`src/rtl/mc_pkg.sv`:
```
// Shared encodings for the multi-cycle MIPS-subset control unit:
// FSM states, opcode/funct values, ALU operations and datapath selects.
package mc_pkg;

    typedef enum logic [3:0] {
        S_FETCH    = 4'd0,
        S_DECODE   = 4'd1,
        S_MEM_ADDR = 4'd2,
        S_MEM_RD   = 4'd3,
        S_WB_MEM   = 4'd4,
        S_MEM_WR   = 4'd5,
        S_EXEC_R   = 4'd6,
        S_WB_R     = 4'd7,
        S_EXEC_I   = 4'd8,
        S_WB_I     = 4'd9,
        S_BRANCH   = 4'd10,
        S_JUMP     = 4'd11
    } state_t;

    localparam logic [5:0] OP_RTYPE = 6'b000000;
    localparam logic [5:0] OP_ADDIU = 6'b001001;
    localparam logic [5:0] OP_ORI   = 6'b001101;
    localparam logic [5:0] OP_LW    = 6'b100011;
    localparam logic [5:0] OP_SW    = 6'b101011;
    localparam logic [5:0] OP_BEQ   = 6'b000100;
    localparam logic [5:0] OP_J     = 6'b000010;

    localparam logic [5:0] FN_ADDU = 6'b100001;
    localparam logic [5:0] FN_SUBU = 6'b100011;
    localparam logic [5:0] FN_AND  = 6'b100100;
    localparam logic [5:0] FN_OR   = 6'b100101;
    localparam logic [5:0] FN_SLT  = 6'b101010;

    localparam logic [2:0] ALU_ADD = 3'b000;
    localparam logic [2:0] ALU_SUB = 3'b001;
    localparam logic [2:0] ALU_AND = 3'b010;
    localparam logic [2:0] ALU_OR  = 3'b011;
    localparam logic [2:0] ALU_SLT = 3'b100;

    localparam logic [1:0] PC_SRC_ALU    = 2'd0;
    localparam logic [1:0] PC_SRC_ALUOUT = 2'd1;
    localparam logic [1:0] PC_SRC_JUMP   = 2'd2;

    localparam logic [1:0] SRCB_REG    = 2'd0;
    localparam logic [1:0] SRCB_FOUR   = 2'd1;
    localparam logic [1:0] SRCB_IMM    = 2'd2;
    localparam logic [1:0] SRCB_IMM_SH = 2'd3;

endpackage

```
`src/rtl/mc_alu_dec.sv`:
```
// Combinational op/funct decoder: ALU operation, immediate extension mode
// and whether the instruction belongs to the supported subset.
module mc_alu_dec
    import mc_pkg::*;
(
    input  logic [5:0] op,
    input  logic [5:0] funct,
    output logic [2:0] aluop,
    output logic       extop,
    output logic       legal
);

    always_comb begin
        aluop = ALU_ADD;
        extop = 1'b1;
        legal = 1'b1;
        case (op)
            OP_RTYPE: begin
                case (funct)
                    FN_ADDU: aluop = ALU_ADD;
                    FN_SUBU: aluop = ALU_SUB;
                    FN_AND:  aluop = ALU_AND;
                    FN_OR:   aluop = ALU_OR;
                    FN_SLT:  aluop = ALU_SLT;
                    default: legal = 1'b0;
                endcase
            end
            OP_ORI: begin
                aluop = ALU_OR;
                extop = 1'b0;
            end
            OP_ADDIU, OP_LW, OP_SW, OP_BEQ, OP_J: begin
                aluop = ALU_ADD;
            end
            default: legal = 1'b0;
        endcase
    end

endmodule

```
`src/rtl/mc_ctrl.sv`:
```
// Multi-cycle control FSM sequencing the shared datapath through fetch,
// decode, execute, memory and writeback, with a timed memory handshake.
module mc_ctrl
    import mc_pkg::*;
#(
    parameter int unsigned TIMEOUT = 16,
    parameter int unsigned CNT_W   = 5
) (
    input  logic       clock,
    input  logic       reset,
    input  logic [5:0] op,
    input  logic [5:0] funct,
    input  logic       zero,
    input  logic       mem_ready,
    output logic       mem_req,
    output logic       mem_write,
    output logic       i_or_d,
    output logic       ir_write,
    output logic       pc_write,
    output logic [1:0] pc_src,
    output logic       alu_src_a,
    output logic [1:0] alu_src_b,
    output logic [2:0] aluop,
    output logic       extop,
    output logic       regdst,
    output logic       memtoreg,
    output logic       reg_write,
    output logic       bus_err,
    output logic       illegal,
    output logic [3:0] state
);

    state_t           cur;
    state_t           nxt;
    logic [CNT_W-1:0] cnt;
    logic [CNT_W-1:0] cnt_nxt;

    logic       req_state;
    logic       timeout;
    logic [2:0] dec_aluop;
    logic       dec_extop;
    logic       dec_legal;

    mc_alu_dec u_dec (
        .op    (op),
        .funct (funct),
        .aluop (dec_aluop),
        .extop (dec_extop),
        .legal (dec_legal)
    );

    // Counter restarts on every path other than an unanswered, unexpired
    // request, so each fresh request (including a FETCH retry) starts at 0.
    assign req_state = (cur == S_FETCH) || (cur == S_MEM_RD) || (cur == S_MEM_WR);
    assign timeout   = req_state && !mem_ready && (cnt == CNT_W'(TIMEOUT - 1));
    assign cnt_nxt   = (req_state && !mem_ready && !timeout) ? cnt + CNT_W'(1) : '0;

    always_ff @(posedge clock) begin
        if (!reset) begin
            cur <= S_FETCH;
            cnt <= '0;
        end else begin
            cur <= nxt;
            cnt <= cnt_nxt;
        end
    end

    always_comb begin
        nxt       = cur;
        mem_req   = 1'b0;
        mem_write = 1'b0;
        i_or_d    = 1'b0;
        ir_write  = 1'b0;
        pc_write  = 1'b0;
        pc_src    = PC_SRC_ALU;
        alu_src_a = 1'b0;
        alu_src_b = SRCB_REG;
        aluop     = ALU_ADD;
        extop     = 1'b0;
        regdst    = 1'b0;
        memtoreg  = 1'b0;
        reg_write = 1'b0;
        bus_err   = 1'b0;
        illegal   = 1'b0;
        state     = cur;

        case (cur)
            S_FETCH: begin
                mem_req   = 1'b1;
                alu_src_b = SRCB_FOUR;
                if (mem_ready) begin
                    ir_write = 1'b1;
                    pc_write = 1'b1;
                    nxt      = S_DECODE;
                end else if (timeout) begin
                    bus_err = 1'b1;
                    nxt     = S_FETCH;
                end
            end
            S_DECODE: begin
                alu_src_b = SRCB_IMM_SH;
                extop     = 1'b1;
                if (!dec_legal) begin
                    illegal = 1'b1;
                    nxt     = S_FETCH;
                end else begin
                    case (op)
                        OP_LW, OP_SW:     nxt = S_MEM_ADDR;
                        OP_RTYPE:         nxt = S_EXEC_R;
                        OP_ADDIU, OP_ORI: nxt = S_EXEC_I;
                        OP_BEQ:           nxt = S_BRANCH;
                        OP_J:             nxt = S_JUMP;
                        default:          nxt = S_FETCH;
                    endcase
                end
            end
            S_MEM_ADDR: begin
                alu_src_a = 1'b1;
                alu_src_b = SRCB_IMM;
                extop     = 1'b1;
                nxt       = (op == OP_SW) ? S_MEM_WR : S_MEM_RD;
            end
            S_MEM_RD: begin
                mem_req = 1'b1;
                i_or_d  = 1'b1;
                if (mem_ready) begin
                    nxt = S_WB_MEM;
                end else if (timeout) begin
                    bus_err = 1'b1;
                    nxt     = S_FETCH;
                end
            end
            S_WB_MEM: begin
                reg_write = 1'b1;
                memtoreg  = 1'b1;
                nxt       = S_FETCH;
            end
            S_MEM_WR: begin
                mem_req   = 1'b1;
                mem_write = 1'b1;
                i_or_d    = 1'b1;
                if (mem_ready) begin
                    nxt = S_FETCH;
                end else if (timeout) begin
                    bus_err = 1'b1;
                    nxt     = S_FETCH;
                end
            end
            S_EXEC_R: begin
                alu_src_a = 1'b1;
                aluop     = dec_aluop;
                nxt       = S_WB_R;
            end
            S_WB_R: begin
                reg_write = 1'b1;
                regdst    = 1'b1;
                nxt       = S_FETCH;
            end
            S_EXEC_I: begin
                alu_src_a = 1'b1;
                alu_src_b = SRCB_IMM;
                extop     = dec_extop;
                aluop     = dec_aluop;
                nxt       = S_WB_I;
            end
            S_WB_I: begin
                reg_write = 1'b1;
                nxt       = S_FETCH;
            end
            S_BRANCH: begin
                alu_src_a = 1'b1;
                aluop     = ALU_SUB;
                pc_src    = PC_SRC_ALUOUT;
                pc_write  = zero;
                nxt       = S_FETCH;
            end
            S_JUMP: begin
                pc_src   = PC_SRC_JUMP;
                pc_write = 1'b1;
                nxt      = S_FETCH;
            end
            default: nxt = S_FETCH;
        endcase

        // Reset is combinational on the outputs so a mid-instruction reset
        // suppresses the access in the very cycle it is asserted.
        if (!reset) begin
            mem_req   = 1'b0;
            mem_write = 1'b0;
            i_or_d    = 1'b0;
            ir_write  = 1'b0;
            pc_write  = 1'b0;
            pc_src    = '0;
            alu_src_a = 1'b0;
            alu_src_b = '0;
            aluop     = '0;
            extop     = 1'b0;
            regdst    = 1'b0;
            memtoreg  = 1'b0;
            reg_write = 1'b0;
            bus_err   = 1'b0;
            illegal   = 1'b0;
            state     = '0;
        end
    end

endmodule

```
`config.mk`:
```
export PLATFORM = sky130hd
export DESIGN_NAME = mc_ctrl
export DESIGN_NICKNAME = d
export VERILOG_FILES = /design/src/rtl/mc_pkg.sv /design/src/rtl/mc_alu_dec.sv /design/src/rtl/mc_ctrl.sv
export SDC_FILE = /design/constraint.sdc
export NUM_CORES = 1
export LEC_CHECK = 0
export CAP_MARGIN = 20
export CORE_MARGIN = 10
export CORE_UTILIZATION = 30
export CTS_CLUSTER_SIZE = 8
export DETAILED_ROUTE_END_ITERATION = 10
export SETUP_SLACK_MARGIN = 0.15
export SLEW_MARGIN = 20
export SYNTH_ARGS = -nofsm -noshare
export SYNTH_HDL_FRONTEND = slang
export SYNTH_SLANG_ARGS = --single-unit
```
`constraint.sdc`:
```
create_clock -name clock -period 1.7 [get_ports clock]
set_input_delay 0.425 -clock clock [delete_from_list [all_inputs] [get_ports clock]]
set_output_delay 0.425 -clock clock [all_outputs]
set_load 0.005 [all_outputs]
```
# Word-level counts from Yosys, hierarchy flattened
# Index checks and enable logic that the tools add are counted.
[word_totals]
ff_bits = 9
inputBits = 16
out_inout_bits = 23
wordCells = 95
[classes]
addsub = 1
eq_ne = 23
n_mux = 48
n_reduce_logical = 21
[op_table]
columns = ["cell", "n"]
rows = [
  ["6-bit equality test, second input constant", 7],
  ["1-bit two-way mux", 28],
  ["4-bit case mux with 7 select lines", 1],
  ["4-bit two-way mux", 6],
  ["4-bit case mux with 5 select lines", 1],
  ["4-bit by 3-bit equality test with 1-bit output, second input constant", 4],
  ["4-bit equality test, second input constant", 4],
  ["6-bit by 4-bit equality test with 1-bit output, second input constant", 2],
  ["3-bit case mux with 2 select lines", 2],
  ["3-bit case mux with 4 select lines", 1],
  ["2-bit OR reduction", 6],
  ["4-bit by 2-bit equality test with 1-bit output, second input constant", 2],
  ["6-bit by 2-bit equality test with 1-bit output, second input constant", 1],
  ["6-bit by 3-bit equality test with 1-bit output, second input constant", 1],
  ["6-bit zero test", 1],
  ["3-bit two-way mux", 2],
  ["2-bit case mux with 3 select lines", 1],
  ["3-bit OR reduction", 2],
  ["6-bit OR reduction", 1],
  ["5-bit by 1-bit adder with 5-bit output, second input constant", 1],
  ["5-bit by 4-bit equality test with 1-bit output, second input constant", 1],
  ["5-bit OR reduction", 1],
  ["4-bit by 1-bit equality test with 1-bit output, second input constant", 1],
  ["4-bit zero test", 1],
  ["other kinds (9)", 15],
]

# Longest topological paths before layout
# Gate-level depths: netlist of run 1.
[depth]
word_depth = 9
ltp_mapped = 8
ltp_nobuf = 8

# Cells and area by module
# A second synthesis of run 1 with hierarchy kept.
[hier_totals]
cells_unflattened = 146
area_unflattened_um2 = 1022.2
[by_module_without_submodules]
columns = ["mod", "instances", "cells_per_inst", "area_each_um2", "seq_area_each_um2"]
rows = [
  ["mc_ctrl", 1, 124, 878.3, 180.2],
  ["mc_alu_dec", 1, 22, 143.9, 0.0],
]

# Least setup slack after synthesis of run 1
# Ideal clock, no wire load.
[synth_path]
kind = "input port to output port"
start = "input port op[0]"
end = "output port aluop[0]"
t_arrival_ns = 1.424
required_time_ns = 1.275
setup_slack_ns = -0.149
path_stages = 5
n_path_buf = 0
path_cell_list = "nor4_2 nand4b_1 nor2_1 a31oi_1 a2111oi_2"
[synth_via]
elab_chain_len = 4
elab_cells_between_ends = 5
cone_classes = "eq/ne: 1; mux: 3; reduce/logical: 1"
[synth_rtl]
columns = ["item", "line", "rtl"]
rows = [
  ["start, declared", "mc_ctrl.sv:11", "input logic [5:0] op,"],
  ["6-bit by 4-bit equality test with 1-bit output / 6-bit zero test (equally long branches)", "mc_alu_dec.sv:17", "case (op)"],
  ["3-bit case mux with 2 select lines *", "mc_alu_dec.sv:17", ""],
  ["3-bit case mux with 2 select lines *", "mc_ctrl.sv:87", "case (cur)"],
  ["3-bit two-way mux *", "mc_ctrl.sv:187", "if (!reset) begin"],
  ["end, declared", "mc_ctrl.sv:23", "output logic [2:0] aluop,"],
]
# Mark *: on every way between the ends. The rest lies on a longest branch, timed or not.

# Worst setup path after layout of run 1
[layout_path]
start = "input port op[0]"
end = "register cur[2]"
[layout_via]
elab_chain_len = 5
elab_cells_between_ends = 15
cone_classes = "eq/ne: 6; mux: 5; reduce/logical: 4"
[layout_rtl]
columns = ["item", "line", "rtl"]
rows = [
  ["6-bit equality test, or another cell as far along", "mc_alu_dec.sv:17, mc_ctrl.sv:107, mc_ctrl.sv:121", ""],
  ["6-bit OR reduction (no line) / 2-bit OR reduction (equally long branches)", "-", ""],
  ["1-bit case mux with 2 select lines / 4-bit case mux with 5 select lines (equally long branches)", "mc_alu_dec.sv:17, mc_ctrl.sv:107", ""],
  ["4-bit two-way mux", "mc_ctrl.sv:103", "if (!dec_legal) begin"],
  ["4-bit case mux with 7 select lines *", "mc_ctrl.sv:87", ""],
  ["end signal, assigned", "mc_ctrl.sv:63", "cur <= nxt;"],
  ["end, declared", "mc_ctrl.sv:33", "state_t cur;"],
]
# Marked as above.
# A chain may end at the register's enable or synchronous reset.

==> results of run 1 <==
==> metal layers <==
layer	vias to the layer above	share of wire	routed length [um]
met5	-	0	0
met4	0	0.039	227
met3	18	0.030	172
met2	44	0.58	3325
met1	841	0.35	2046
li1	781	-	-
==> where the power goes <==
group / switching, W / leakage, nW / internal (W) / total, W
Combinational: 0.000162 / 1.16 / 0.000239 / 0.000401
Sequential: 0.00000534 / 0.0763 / 0.000213 / 0.000219
Clock: 0.0000788 / 0.0150 / 0.0000903 / 0.000169
Total: 0.000246 / 1.25 / 0.000543 / 0.000788
==> cells by family (layout without fill, tap and decap cells) <==
kind of cell | after synthesis | count (layout) | share of synthesized area
compound gates | 33 | 33 | 0.2236
flops | 9 | 9 | 0.1750
simple gates | 75 | 75 | 0.4131
buf+inv | 14 | 147 | 0.09234
xor+xnor | 6 | 6 | 0.05103
fa+ha+maj | 2 | 2 | 0.02430
mux | 2 | 2 | 0.02066
==> area by class of cell <==
type / instances / share of cell area
timing repair buffer: 138 / 0.4878
tap: 46 / 0.02166
clock buffer: 4 / 0.009887
multi-input combinational: 118 / 0.4011
inverter: 5 / 0.007062
sequential: 9 / 0.07250
==> state kept, by name, summed over array words and instances (netlist names) <==
signal / flops
cnt: 5
cur: 4
==> worst max-delay path, cell delays in order <==
cell      delay, ns
buf_8          0.10
buf_6          0.11
and4b_2        0.24
a311oi_2       0.30
o22ai_2        0.14
buf_4          0.16
buf_6          0.11
buf_6          0.10
buf_6          0.10
buf_6          0.10
buf_6          0.10
buf_6          0.10
buf_6          0.11
a41o_1         0.17
==> layout by cell type (no fill, tap or decap), types with 3 or more instances in the layout <==
cell type / Yosys / layout
a21oi_2: 0 / 4
a31oi_1: 4 / 4
and3_4: 0 / 4
and3b_1: 3 / 3
buf_2: 1 / 17
buf_4: 1 / 44
buf_6: 1 / 62
buf_8: 0 / 4
clkbuf_4: 0 / 3
dfxtp_1: 9 / 3
dfxtp_2: 0 / 4
dlygate4sd2_1: 0 / 7
inv_1: 5 / 5
nand2_1: 8 / 3
nand2_2: 0 / 5
nor2_1: 24 / 15
nor2_2: 0 / 4
nor2_4: 0 / 5
nor2b_4: 0 / 3
nor3_2: 0 / 3
o21a_1: 3 / 3
o21ai_0: 6 / 3
o21ai_2: 0 / 3
xor2_1: 4 / 4
==> worst paths after layout <==
path           from     end  slack (ns)  depth (start not counted)
max           op[0]  cur[2]       -0.52                         14
min          cnt[0]  cnt[0]        0.56                          2
max reg2reg  cnt[1]  cur[2]       -0.18                          9
min reg2reg  cnt[0]  cnt[0]        0.56                          2
==> cell usage after synthesis, drive strengths merged, types with 3 or more instances <==
cell / count
and3b: 3
and2: 4
nor2b: 4
o21ai: 7
buf: 3
nor2: 24
a31oi: 4
a21oi: 6
dfxtp: 9
inv: 5
o21a: 3
nor3: 6
xor2: 4
clkbuf: 6
nand2: 8
nand2b: 4
and3: 6
==> metrics by stage <==
step | total power [W] | cell area, um^2 | std cells
after floorplan | 0.0002981 | 1045 | 141
after global placement | 0.0004338 | 1767 | 264
after detailed placement | 0.0004398 | 1767 | 264
after CTS | 0.0007214 | 2374 | 306
after global routing | 0.0008196 | 2658 | 320
final | 0.0007884 | 2658 | 320
==> repair_timing <==
action,CTS,global route
resized for setup,239,43
setup endpoints to repair,28,25
setup buffers,38,14
pin swaps,28,26
hold buffers,0,0
==> impl_metrics.yaml, run 1 <==
global_route:
  grt_util_met3: 0.01481
  grt_pass1_vias: 1680
  grt-busiest-layer: "met2"
  overflow: 0
  grt_pass1_wl_um: 7866
  antenna_found_initial: 0
  grt_usage: 0.1500
  grt_use_met1: 0.1532
  grt_max_degree: 17
  use_met2: 0.3100
logic_synthesis:
  synth.top_cell.area_share: 0.1750
  syn_nets: 159
  synth-main-ff-cell: "dfxtp_1"
  ys_seq_area_frac: 0.1750
  syn_area_per_cell_um2: 7.303
  yosysWarnings: 0
  synth-edff-count: 0
  ys_seq_elements: 9
  ys_types: 49
  synth_area_um2: 1030
  synthTopCellsByArea: "dfxtp_1 (17%), nor2_1 (8.7%), clkbuf_8 (4.0%)"
  synth_top_area_cell: "dfxtp_1"
  synthCells: 141
  synthArstFlopShare: 0
timing:
  worst_slack_ns: -0.5189
  maxSlewHeadroom: 0.5689
  period_needed_ns: 2.219
  fin_crit_sh: 1.305
  holdWs_ns: 0.5565
  tightest_slew_ns: 0.6303
  setup_viol: 23
  fin_worst_skew_ns: 0.01125
  rsz0062_at_grt: "yes"
  slew_viol_final: 0
  tns_ns: -5.721
  max_freq_ghz: 0.4507
  finalHoldViolCount: 0
finish:
  drive_gt1_frac: 0.7117
  multi_input_area_um2: 1066
  regArea_um2: 192.7
  layout.nets: 293
  nFillCells: 194
  antenna_cells: 0
  syn2layout_area_growth_pct: 158.1
  final_util: 0.7964
die:
  die_w_um: 78.59
  placementRows: 21
  die-area_um2: 6176
  fp.dieH_um: 78.59
  pin_count: 39
  start_util: 0.3086
  core-area_um2: 3337
cts:
  htreeDepth: 1
  cts_sinks: 9
  clockBufferDepth: 2
  clk_latency_ns: 0.26
  clkTransAtPathRegs_ns: 0.07
  cts_tree: "built"
  cts_made_buffers: 3
  clockRootBuffer: "clkbuf_4"
routing:
  avgViaCountPerCell: 5.263
  drc: 0
  drtIter0Drc: 138
  vias: 1684
  drt_first_pass_iters: 4
  wire_per_inst_um: 18.03
  ant_nets: 0
  routed_wl_um: 5770
place:
  gp_congestion: 0.8751
  pre_cts_slack_ns: -1.200
  dp_hpwl_um: 2972
  port_buffers: 38
hold_path:
  hold_class: "flip-flop to flip-flop"
flow_run:
  drv_cap: 0
critical_path:
  setup.worst_path.end_class: "flip-flop"
  critPathMaxFanout: 2
  crit_arrival_ns: 2.37
  critPathKind: "primary input to flip-flop"
  setup.worst_path.start_class: "primary input"
  critPathRequiredTime_ns: 1.86
pwr:
  power.leakage_nw: 1.249
  vdd_drop_max_v: 0.0002185
  power_density_nw_per_um2: 296.7
run_status:
  violations: "setup timing"
  status: "complete, but fails checks"
(Power assumes the default switching activity.)
==> inputs of run 2 (changes only) <==
ABC_AREA = 1   (was default)
CORE_ASPECT_RATIO = 1.25   (was default)
==> run 2 against run 1 <==
  * The flow still finishes with violations (setup timing)
  * Sequential power about the same
  * Clock power increased by 5%
  * Cell count up 0.31%
  * Setup slack improved by 0.22 ns
  * Global-route usage increased by 0.75 points
  * Critical path depth fell by 5
  * Die area shrank 9.9%
  * Power down 14%
  * Hold slack lost 0.027 ns
  * Clock skew down 0.0098 ns
  * Critical path type is now flip-flop to primary output
  * Highest routed layer unchanged
==> impl_metrics.yaml, run 2 <==
run_status:
  status: "complete, but fails checks"
  violations: "setup timing"
pwr:
  p_int_w: 0.0004432
  p_comb_frac: 0.418
  power_density_nw_per_um2: 287.6
  p_sw_w: 0.0002363
  power.leakage_nw: 1.285
  switching_share: 0.3478
  vdd_drop_max_v: 0.0005759
  p_clk_frac: 0.261
  seqPwrFrac: 0.321
  power_w: 0.0006794
global_route:
  antenna_found_initial: 0
  grt_usage: 0.1576
  grt_max_degree: 13
  grt_pass1_vias: 1520
  overflow: 0
  grt_pass1_wl_um: 6927
cts:
  clockBufferDepth: 2
  cts_tree: "built"
  clkTransAtPathRegs_ns: 0.07
  cts_made_buffers: 3
  clockRootBuffer: "clkbuf_4"
  clk_latency_ns: 0.27
  htreeDepth: 1
  cts_sinks: 9
timing:
  worst_slack_ns: -0.2997
  max_freq_ghz: 0.5001
  fin_crit_sh: 1.176
  tightest_slew_ns: 0.2697
  finalHoldViolCount: 0
  setup_viol: 18
  period_needed_ns: 2.000
  slew_viol_final: 0
  rsz0062_at_grt: "yes"
  holdWs_ns: 0.5296
  fin_worst_skew_ns: 0.001458
  maxSlewHeadroom: 0.8202
hold_path:
  hold_start: "cnt[0]"
  hold_class: "flip-flop to flip-flop"
  worst_hold_path.endpoint: "cnt[0]"
  hold_path_depth: 2
logic_synthesis:
  synth_area_um2: 890.9
  synthCells: 168
  synth_top_area_cell: "dfxtp_1"
  synth.top_cell.area_share: 0.2022
  ys_seq_area_frac: 0.2022
  ys_seq_elements: 9
  synthMostInstantiatedCell: "nor2_1"
  yosys-top-cells-count: "nor2_1 (42), inv_1 (35), nand2_1 (33)"
  synth-edff-count: 0
  ys_types: 22
  syn_area_per_cell_um2: 5.303
  synthTopCellsByArea: "dfxtp_1 (20%), nor2_1 (18%), inv_1 (15%)"
  yosysWarnings: 0
  synth-main-ff-cell: "dfxtp_1"
  syn_nets: 186
  synthArstFlopShare: 0
finish:
  regMostFlops: "cnt"
  top_regs: "cnt (5), cur (4)"
  final_util: 0.8173
  layout.nets: 304
  instances_no_fill: 321
  antenna_cells: 0
  final_cell_mix: "buf_4 (42), buf_6 (38), buf_2 (22), inv_1 (19), nor2_1 (19)"
  largest_reg_flops: 5
  syn2layout_area_growth_pct: 165.2
  final_common_cell: "buf_4"
  drive_gt1_frac: 0.7193
die:
  die_w_um: 68.74
  placementRows: 22
  start_util: 0.3082
  pin_count: 39
  core-area_um2: 2890
  die-area_um2: 5563
  fp.dieH_um: 80.93
place:
  dp_hpwl_um: 2691
  pre_cts_slack_ns: -0.9160
  port_buffers: 38
  placed_cells: 284
  gp_congestion: 0.8409
critical_path:
  crit_arrival_ns: 1.57
  critPathKind: "flip-flop to primary output"
  rr_startpoint: "cnt[1]"
  reg2reg_slack_ns: 0.09
  critPathMaxFanout: 4
  setup.worst_path.start_class: "flip-flop"
  reg2reg_depth: 11
  setup.worst_path.end_class: "primary output"
  critPathRequiredTime_ns: 1.27
  reg2reg_to: "cur[2]"
routing:
  wire_per_inst_um: 16.49
  drc: 0
  ant_nets: 0
  vias: 1604
  avgViaCountPerCell: 4.997
  routed_wl_um: 5292
  drt_first_pass_iters: 4
  drtIter0Drc: 173
flow_run:
  drv_cap: 0
run 2: changes by cell type after synthesis, sizes merged, moves of 4 or more:
cell / before / now
nor2b: 4 / 0
nand3: 1 / 14
nand2: 8 / 38
o21ai: 7 / 3
inv: 5 / 37
clkbuf: 6 / 1
nand2b: 4 / 0
and2: 4 / 0
nor2: 24 / 45
and3: 6 / 0
run 2: through the flow:
step	TNS, ns	area [um^2]
after floorplan	0	899.6
after global placement	-14.51	1657
after detailed placement	-14.80	1657
after CTS	-1.874	2102
after global routing	-4.298	2362
final	-3.296	2362
run 2: critical path, stage by stage, from the launching register on:
cell and delay (ns):
dfxtp_2 0.37, clkinv_4 0.11, nor2_4 0.19, nand2_4 0.09, buf_6 0.12, buf_4 0.12
nand4_1 0.09, nand2_1 0.06, inv_1 0.04, buf_2 0.10
run 2: layout make-up:
class                      count  area (um^2)
clock inverter                 1        5.005
sequential                     9        195.2
clock buffer                   3        22.52
fill                         169        528.0
inverter                      37        163.9
tap                           36        45.04
timing repair buffer         114        998.5
multi-input combinational    121        932.1
run 2: per-layer routing:
layer,share of wire,global-route usage,wire length (um),vias to the layer above
met3,0.070,0.03719,368,20
li1,-,-,-,753
met5,0,0,0,-
met4,0.045,0.06324,238,0
met1,0.36,0.1575,1930,771
met2,0.52,0.2976,2755,60
run 2: worst max-delay path by stage:
stage / start / to / slack (ns) / cells past startpoint
floorplan: cnt[0] / bus_err / 0.18 / 6
global placement: op[2] / illegal / -0.86 / 8
detailed placement: op[4] / aluop[0] / -0.92 / 9
CTS: cur[3] / bus_err / -0.24 / 9
global route: cur[3] / aluop[0] / -0.35 / 9
finish: cur[3] / aluop[0] / -0.30 / 9
run 2: what timing repair did:
action | CTS | global route
cloned | 0 | 0
setup buffers | 23 | 10
setup endpoints to repair | 26 | 25
gates resized for setup | 251 | 62
pin swaps | 34 | 39
hold buffers | 0 | 0
run 2: cell families (layout without fill, tap and decap cells):
family	Yosys count	after routing	share of synthesized area
AND/OR/NAND/NOR	110	110	0.5492
adder cells (fa/ha/maj)	2	2	0.02809
buffers and inverters	38	155	0.1601
XOR/XNOR	1	1	0.009833
AO/OA/AOI/OAI	8	8	0.05056
flip-flops	9	9	0.2022
run 2: power by group through the flow:
stage | Combinational (W) | Clock (W) | Sequential (W)
2_1_floorplan | 0.0000632 | 0 | 0.000224
3_3_place_gp | 0.000176 | 0 | 0.000224
3_5_place_dp | 0.000180 | 0 | 0.000224
4_1_cts | 0.000242 | 0.000176 | 0.000216
5_1_grt | 0.000303 | 0.000185 | 0.000219
6_report | 0.000284 | 0.000177 | 0.000218
==> patch 1 (settings of run 2) <==
`CNT_W`: 5 -> 10.
--- a/src/rtl/mc_ctrl.sv
+++ b/src/rtl/mc_ctrl.sv
@@ -4,7 +4,7 @@
     import mc_pkg::*;
 #(
     parameter int unsigned TIMEOUT = 16,
-    parameter int unsigned CNT_W   = 5
+    parameter int unsigned CNT_W   = 10
 ) (
     input  logic       clock,
     input  logic       reset,
Formal check against the unedited RTL: same outputs for any inputs over 10 cycles, from zero or initial values and one cycle with reset low; that may be too few to reach the edited logic, so the function may still have changed.
==> patch 1 against run 2 <==
The flow still finishes with violations (setup timing). Synthesized area increased by 34%. Sequential cell count increased by 5. Clock power increased by 88%. Power increased by 48%. Setup slack improved by 0.13 ns. Routed wire length decreased by 8.1%. Critical path type unchanged. Design area increased by 11%. Largest cell class is now multi-input combinational cells. Non-clock buffer count increased by 1.
==> patch 1: results (changes against run 2) <==
| Metric | Value |
|---|---|
| Synth Flop Type | `dfxtp_1` |
| Largest net degree at the start of global routing | `11 (-2)` |
| Final WS setup | `-0.170 ns (+0.129 ns)` |
| Antenna Cells | `0 (unchanged)` |
| Total CTS buffers | `3 (unchanged)` |
| Clock latency on the worst-skew pair | `0.25 ns (-0.02 ns)` |
| Synth cell types | `27 (+23%)` |
| Slew headroom | `0.767 (-0.0531)` |
| GRT Total Usage | `0.131 (-0.0261)` |
| Layout Nets | `346 (+14%)` |
| Via count of the first global-routing pass | `1781 (+17%)` |
| Setup violators final | `13 (-5)` |
| Min-Delay Path Class | `flop to flop` |
| WL final | `4.86 mm (-8.1%)` |
| Yosys warns | `0 (unchanged)` |
| First-pass GRT wire length | `7.81 mm (+13%)` |
| Area of placed instances | `2040 um^2 (+23%)` |
| Design area | `2620 um^2 (+11%)` |
| Max Clock Skew | `0.00202 ns (+0.000563 ns)` |
| Htree depth | `1 (unchanged)` |
| DRT Pass-1 Iters | `4 (unchanged)` |
| Synth top area cells | `dfxtp_1 23%, nor2_1 14%, inv_1 13%` |
| TNS Setup | `-1.04 ns (+2.25 ns)` |
| Sequential fraction of the synthesis area | `0.235 (+0.0326)` |
| Clk root buf | `clkbuf_8` |
| Port Buffer Count | `38 (unchanged)` |
| Lkg Pwr | `0.00133 uW (+3.3%)` |
| Initial antenna violation count | `0 (unchanged)` |
| DR iter-0 viols | `90 (-48%)` |
| Status | `complete, but fails checks` |
| Arrival time at the worst endpoint | `1.45 ns (-0.12 ns)` |
| Syn_nets | `227 (+22%)` |
| Share of cells above drive strength 1 | `0.631 (-0.0882)` |
| Worst Path Max Fanout | `2 (-2)` |
| Filler cell count | `300 (+78%)` |
| Post-CTS Setup Bufs | `23 (unchanged)` |
| HPWL after DPL | `3.15 mm (+17%)` |
| Failing checks | `setup timing` |
| Placement Setup Slack | `-0.888 ns (+0.0278 ns)` |
| Commonest cells in the netlist | `43 x nor2_1, 42 x inv_1, 38 x nand2_1` |
| Post-DR vias/cell | `4.61 (-7.8%)` |
| RePlAce Congestion | `0.784 (-6.7%)` |
| Largest regs | `cnt: 10 flops, cur: 4 flops` |
| Post-CTS Resized | `204 (-19%)` |
| Share of flip-flops with an asynchronous set or reset | `0 (unchanged)` |
| Max Root-Sink Buffers | `2 (unchanged)` |
| Worst-path clk slew | `0.06 ns` |
| VDD IR max | `0.239 mV (-58%)` |
[patch 1: report_power, final]
group	switching (uW)	internal, uW
clock network	126	205
logic	167	169
registers	9.57	330
[patch 1: layout make-up]
cell class                      instances  share of cell area
Clock buffer                            4              0.0210
Multi-Input combinational cell        149               0.417
Tap cell                               54              0.0258
Inverter                               45              0.0744
Timing Repair inverter                  1             0.00334
Timing Repair Buffer                  115               0.344
Sequential cell                        14               0.115
[patch 1: stage by stage]
stage	power (uW)	hold slack [ns]	std cells
floorplan	439	0.437	210
global placement	580	0.537	350
detailed placement	582	0.543	350
CTS	976	0.548	378
global route	1060	0.569	382
finish	1010	0.548	382
[patch 1: worst paths after layout]
kind	cells after the start	slack [ns]	end	from
hold reg to reg	2	0.55	cnt[0]	cnt[0]
setup / recovery	6	-0.17	bus_err	cnt[0]
hold / removal	2	0.55	cnt[0]	cnt[0]
setup reg to reg	12	0.20	cur[2]	cur[0]
[patch 1: kinds of logic (layout without fill, tap and decap cells)]
group / count (synthesis) / count (layout) / share of synthesized area
buffers and inverters: 47 / 165 / 0.155
and+or+nand+nor: 130 / 130 / 0.516
AOI/OAI and AO/OA: 16 / 16 / 0.0692
adders and majority gates: 1 / 1 / 0.0105
DFF: 14 / 14 / 0.235
xor gates and xnor gates: 2 / 2 / 0.0147
[patch 1: critical path, stage by stage, from the launching register on]
cell,delay [ns]
dfxtp_4,0.36
ha_4,0.14
nand3_4,0.08
nor2_4,0.12
nand3_2,0.09
nor4_2,0.26
buf_2,0.15
[patch 1: metal layers]
layer	track usage	up-vias	wire [um]
met5	0	-	0
met4	0.0450	0	68
met3	0.0319	8	166
met2	0.261	38	2890
met1	0.126	818	1740
li1	-	896	-
==> patch 2 (flow settings as in run 2) <==
Made on the original files. Reset style: asynchronous (`reset`), changed in one clocked block.
--- a/src/rtl/mc_ctrl.sv
+++ b/src/rtl/mc_ctrl.sv
@@ -55,7 +55,7 @@
     assign timeout   = req_state && !mem_ready && (cnt == CNT_W'(TIMEOUT - 1));
     assign cnt_nxt   = (req_state && !mem_ready && !timeout) ? cnt + CNT_W'(1) : '0;
 
-    always_ff @(posedge clock) begin
+    always_ff @(posedge clock or negedge reset) begin
         if (!reset) begin
             cur <= S_FETCH;
             cnt <= '0;
Function: same outputs for any inputs over 10 cycles, from zero or initial values and one cycle with reset low; that may be too few to reach the edited logic, so the function may still have changed.
==> patch 2 against run 2 <==
The run still ends with setup timing left. Hold slack got worse by 0.32 ns. First-iteration DRC count shrank 67%. Via count grew 5.0%. Synthesized area increased by 4.9%. Cell count increased by 3.7%. Design area grew 7.0%. Count of clock-buffer cells in the layout increased by 1. Sequential cell count did not move. Setup slack got worse by 0.10 ns. Maximum frequency decreased by 4.9%. Routed wire length is 9.8% higher. Largest cell class unchanged.
Power is not compared: it rests on default switching activity, and its combinational part moved more than twofold at a synthesized area within 25%.
==> patch 2: results (changes against run 2) <==
| Metric | Value |
|---|---|
| Worst-path clk slew | `0.06 ns` |
| Clk root buf | `clkbuf_4` |
| Area of placed instances | `1640 um^2 (-1.3%)` |
| VDD IR max | `0.548 mV` |
| Syn_nets | `185 (-0.54%)` |
| Port Buffer Count | `38 (unchanged)` |
| Min-Delay Path Class | `input port to async pin` |
| GRT Total Usage | `0.170 (+0.0123)` |
| First-pass GRT wire length | `8.09 mm (+17%)` |
| HPWL after DPL | `2.75 mm (+2.2%)` |
| Largest regs | `cnt: 5 flops, cur: 4 flops` |
| Commonest cells in the netlist | `41 x nor2_1, 36 x inv_1, 35 x nand2_1` |
| Layout Nets | `316 (+3.9%)` |
| Largest net degree at the start of global routing | `12 (-1)` |
| RePlAce Congestion | `0.811 (-3.5%)` |
| Share of cells above drive strength 1 | `0.721 (+0.00124)` |
| Placement Setup Slack | `-0.875 ns (+0.0415 ns)` |
| FF-to-FF End | `cur[0]` |
| Setup violators final | `19 (+1)` |
| Max Root-Sink Buffers | `2 (unchanged)` |
| Yosys warns | `0 (unchanged)` |
| DR iter-0 viols | `57 (-67%)` |
| CP Launch Type | `flop` |
| Sequential fraction of the synthesis area | `0.241 (+0.0387)` |
| Slack of the worst reg-to-reg path | `0 ns (-0.09 ns)` |
| R2R depth | `10 (-1)` |
| DRT Pass-1 Iters | `4 (unchanged)` |
| Post-DR wirelength/cell | `17.5 um (+5.9%)` |
| Tightest Pin Transition | `0.256 ns (-0.0135 ns)` |
| Fin Hold WS | `0.210 ns (-0.319 ns)` |
| Crit. Startpoint | `cur[0]` |
| Switching Share | `0.397` |
| FF-to-FF Start | `cnt[1]` |
| Status | `complete, but fails checks` |
| Final WS setup | `-0.402 ns (-0.103 ns)` |
| Lkg Pwr | `0.00135 uW` |
| Synth cell types | `20 (-9.1%)` |
| Worst Path Max Fanout | `4 (unchanged)` |
| Antenna Cells | `0 (unchanged)` |
| Clock latency on the worst-skew pair | `0.26 ns` |
| Max Clock Skew | `0.00670 ns (+0.00524 ns)` |
| Arrival time at the worst endpoint | `1.68 ns (+0.11 ns)` |
| Total CTS buffers | `3 (unchanged)` |
| Failing checks | `setup timing` |
| Htree depth | `1 (unchanged)` |
| Initial antenna violation count | `0 (unchanged)` |
| Post-DR vias/cell | `5.06 (+1.3%)` |
| Share of flip-flops with an asynchronous set or reset | `1.00 (+1.00)` |
| Via count of the first global-routing pass | `1813 (+19%)` |
| Synth top area cells | `dfrtp_1 24%, nor2_1 16%, inv_1 14%` |
-- patch 2: cell types whose count changed after synthesis, moves of 3 or more --
cell / delta
dfrtp_1: +9
dfxtp_1: -9
nand2_2: -4
nand4_1: +3
-- patch 2: timing repair --
action,in CTS,in global routing
pin swaps,45,33
setup buffers,44,8
endpoints found under the setup margin,25,31
resized for setup,268,56
hold endpoints to repair,0,0
-- patch 2: routing by layer --
metal	wire (um)	GRT usage
met2	3220	0.351
met5	0	0
met4	367	0.0988
met3	264	0.0382
met1	1960	0.147
-- patch 2: final cells by class --
type / count / area (um^2)
fillers: 153 / 445
well taps: 36 / 45.0
repair buffers: 128 / 1130
flip-flops and latches: 9 / 229
clock buffers: 4 / 26.3
inverters: 36 / 143
multi-input cells: 120 / 956
-- patch 2: how the worst max path moves through the flow --
stage                to  depth (start not counted)
6_report          extop                          7
2_1_floorplan   bus_err                          6
3_5_place_dp    illegal                          8
4_1_cts        aluop[0]                          9
5_1_grt           extop                          7
3_3_place_gp    illegal                          8
-- patch 2: through the flow --
stage | util | power [uW] | std cells | TNS (ns)
3_5_place_dp | 0.550 | 687 | 277 | -15.32
4_1_cts | 0.753 | 1110 | 325 | -3.32
5_1_grt | 0.850 | 1360 | 333 | -6.13
2_1_floorplan | - | 420 | 167 | 0
3_3_place_gp | 0.550 | 677 | 277 | -15.26
6_report | 0.850 | 1290 | 333 | -4.55
-- patch 2: kinds of logic (layout without fill, tap and decap cells) --
group,Yosys count,count (layout),share of synthesized area
adder cells (fa/ha/maj),2,2,0.0268
buffers and inverters,38,168,0.162
XOR/XNOR,1,1,0.00937
flip-flops,9,9,0.241
AO/OA/AOI/OAI,9,9,0.0562
AND/OR/NAND/NOR,108,108,0.505
-- patch 2: worst max-delay path: stages, from the launching register on --
cell and delay [ns]:
dfrtp_2 0.44, buf_4 0.16, nor2_4 0.14, nand2_1 0.14
nand3_1 0.15, nand2_1 0.10, nor2_1 0.13, buf_2 0.13
-- patch 2: power by group through the flow --
stage,registers [uW],clock network [uW],logic [uW]
5_1_grt,261,187,908
2_1_floorplan,256,0,164
6_report,260,168,859
4_1_cts,257,169,686
3_5_place_dp,259,0,428
3_3_place_gp,257,0,419
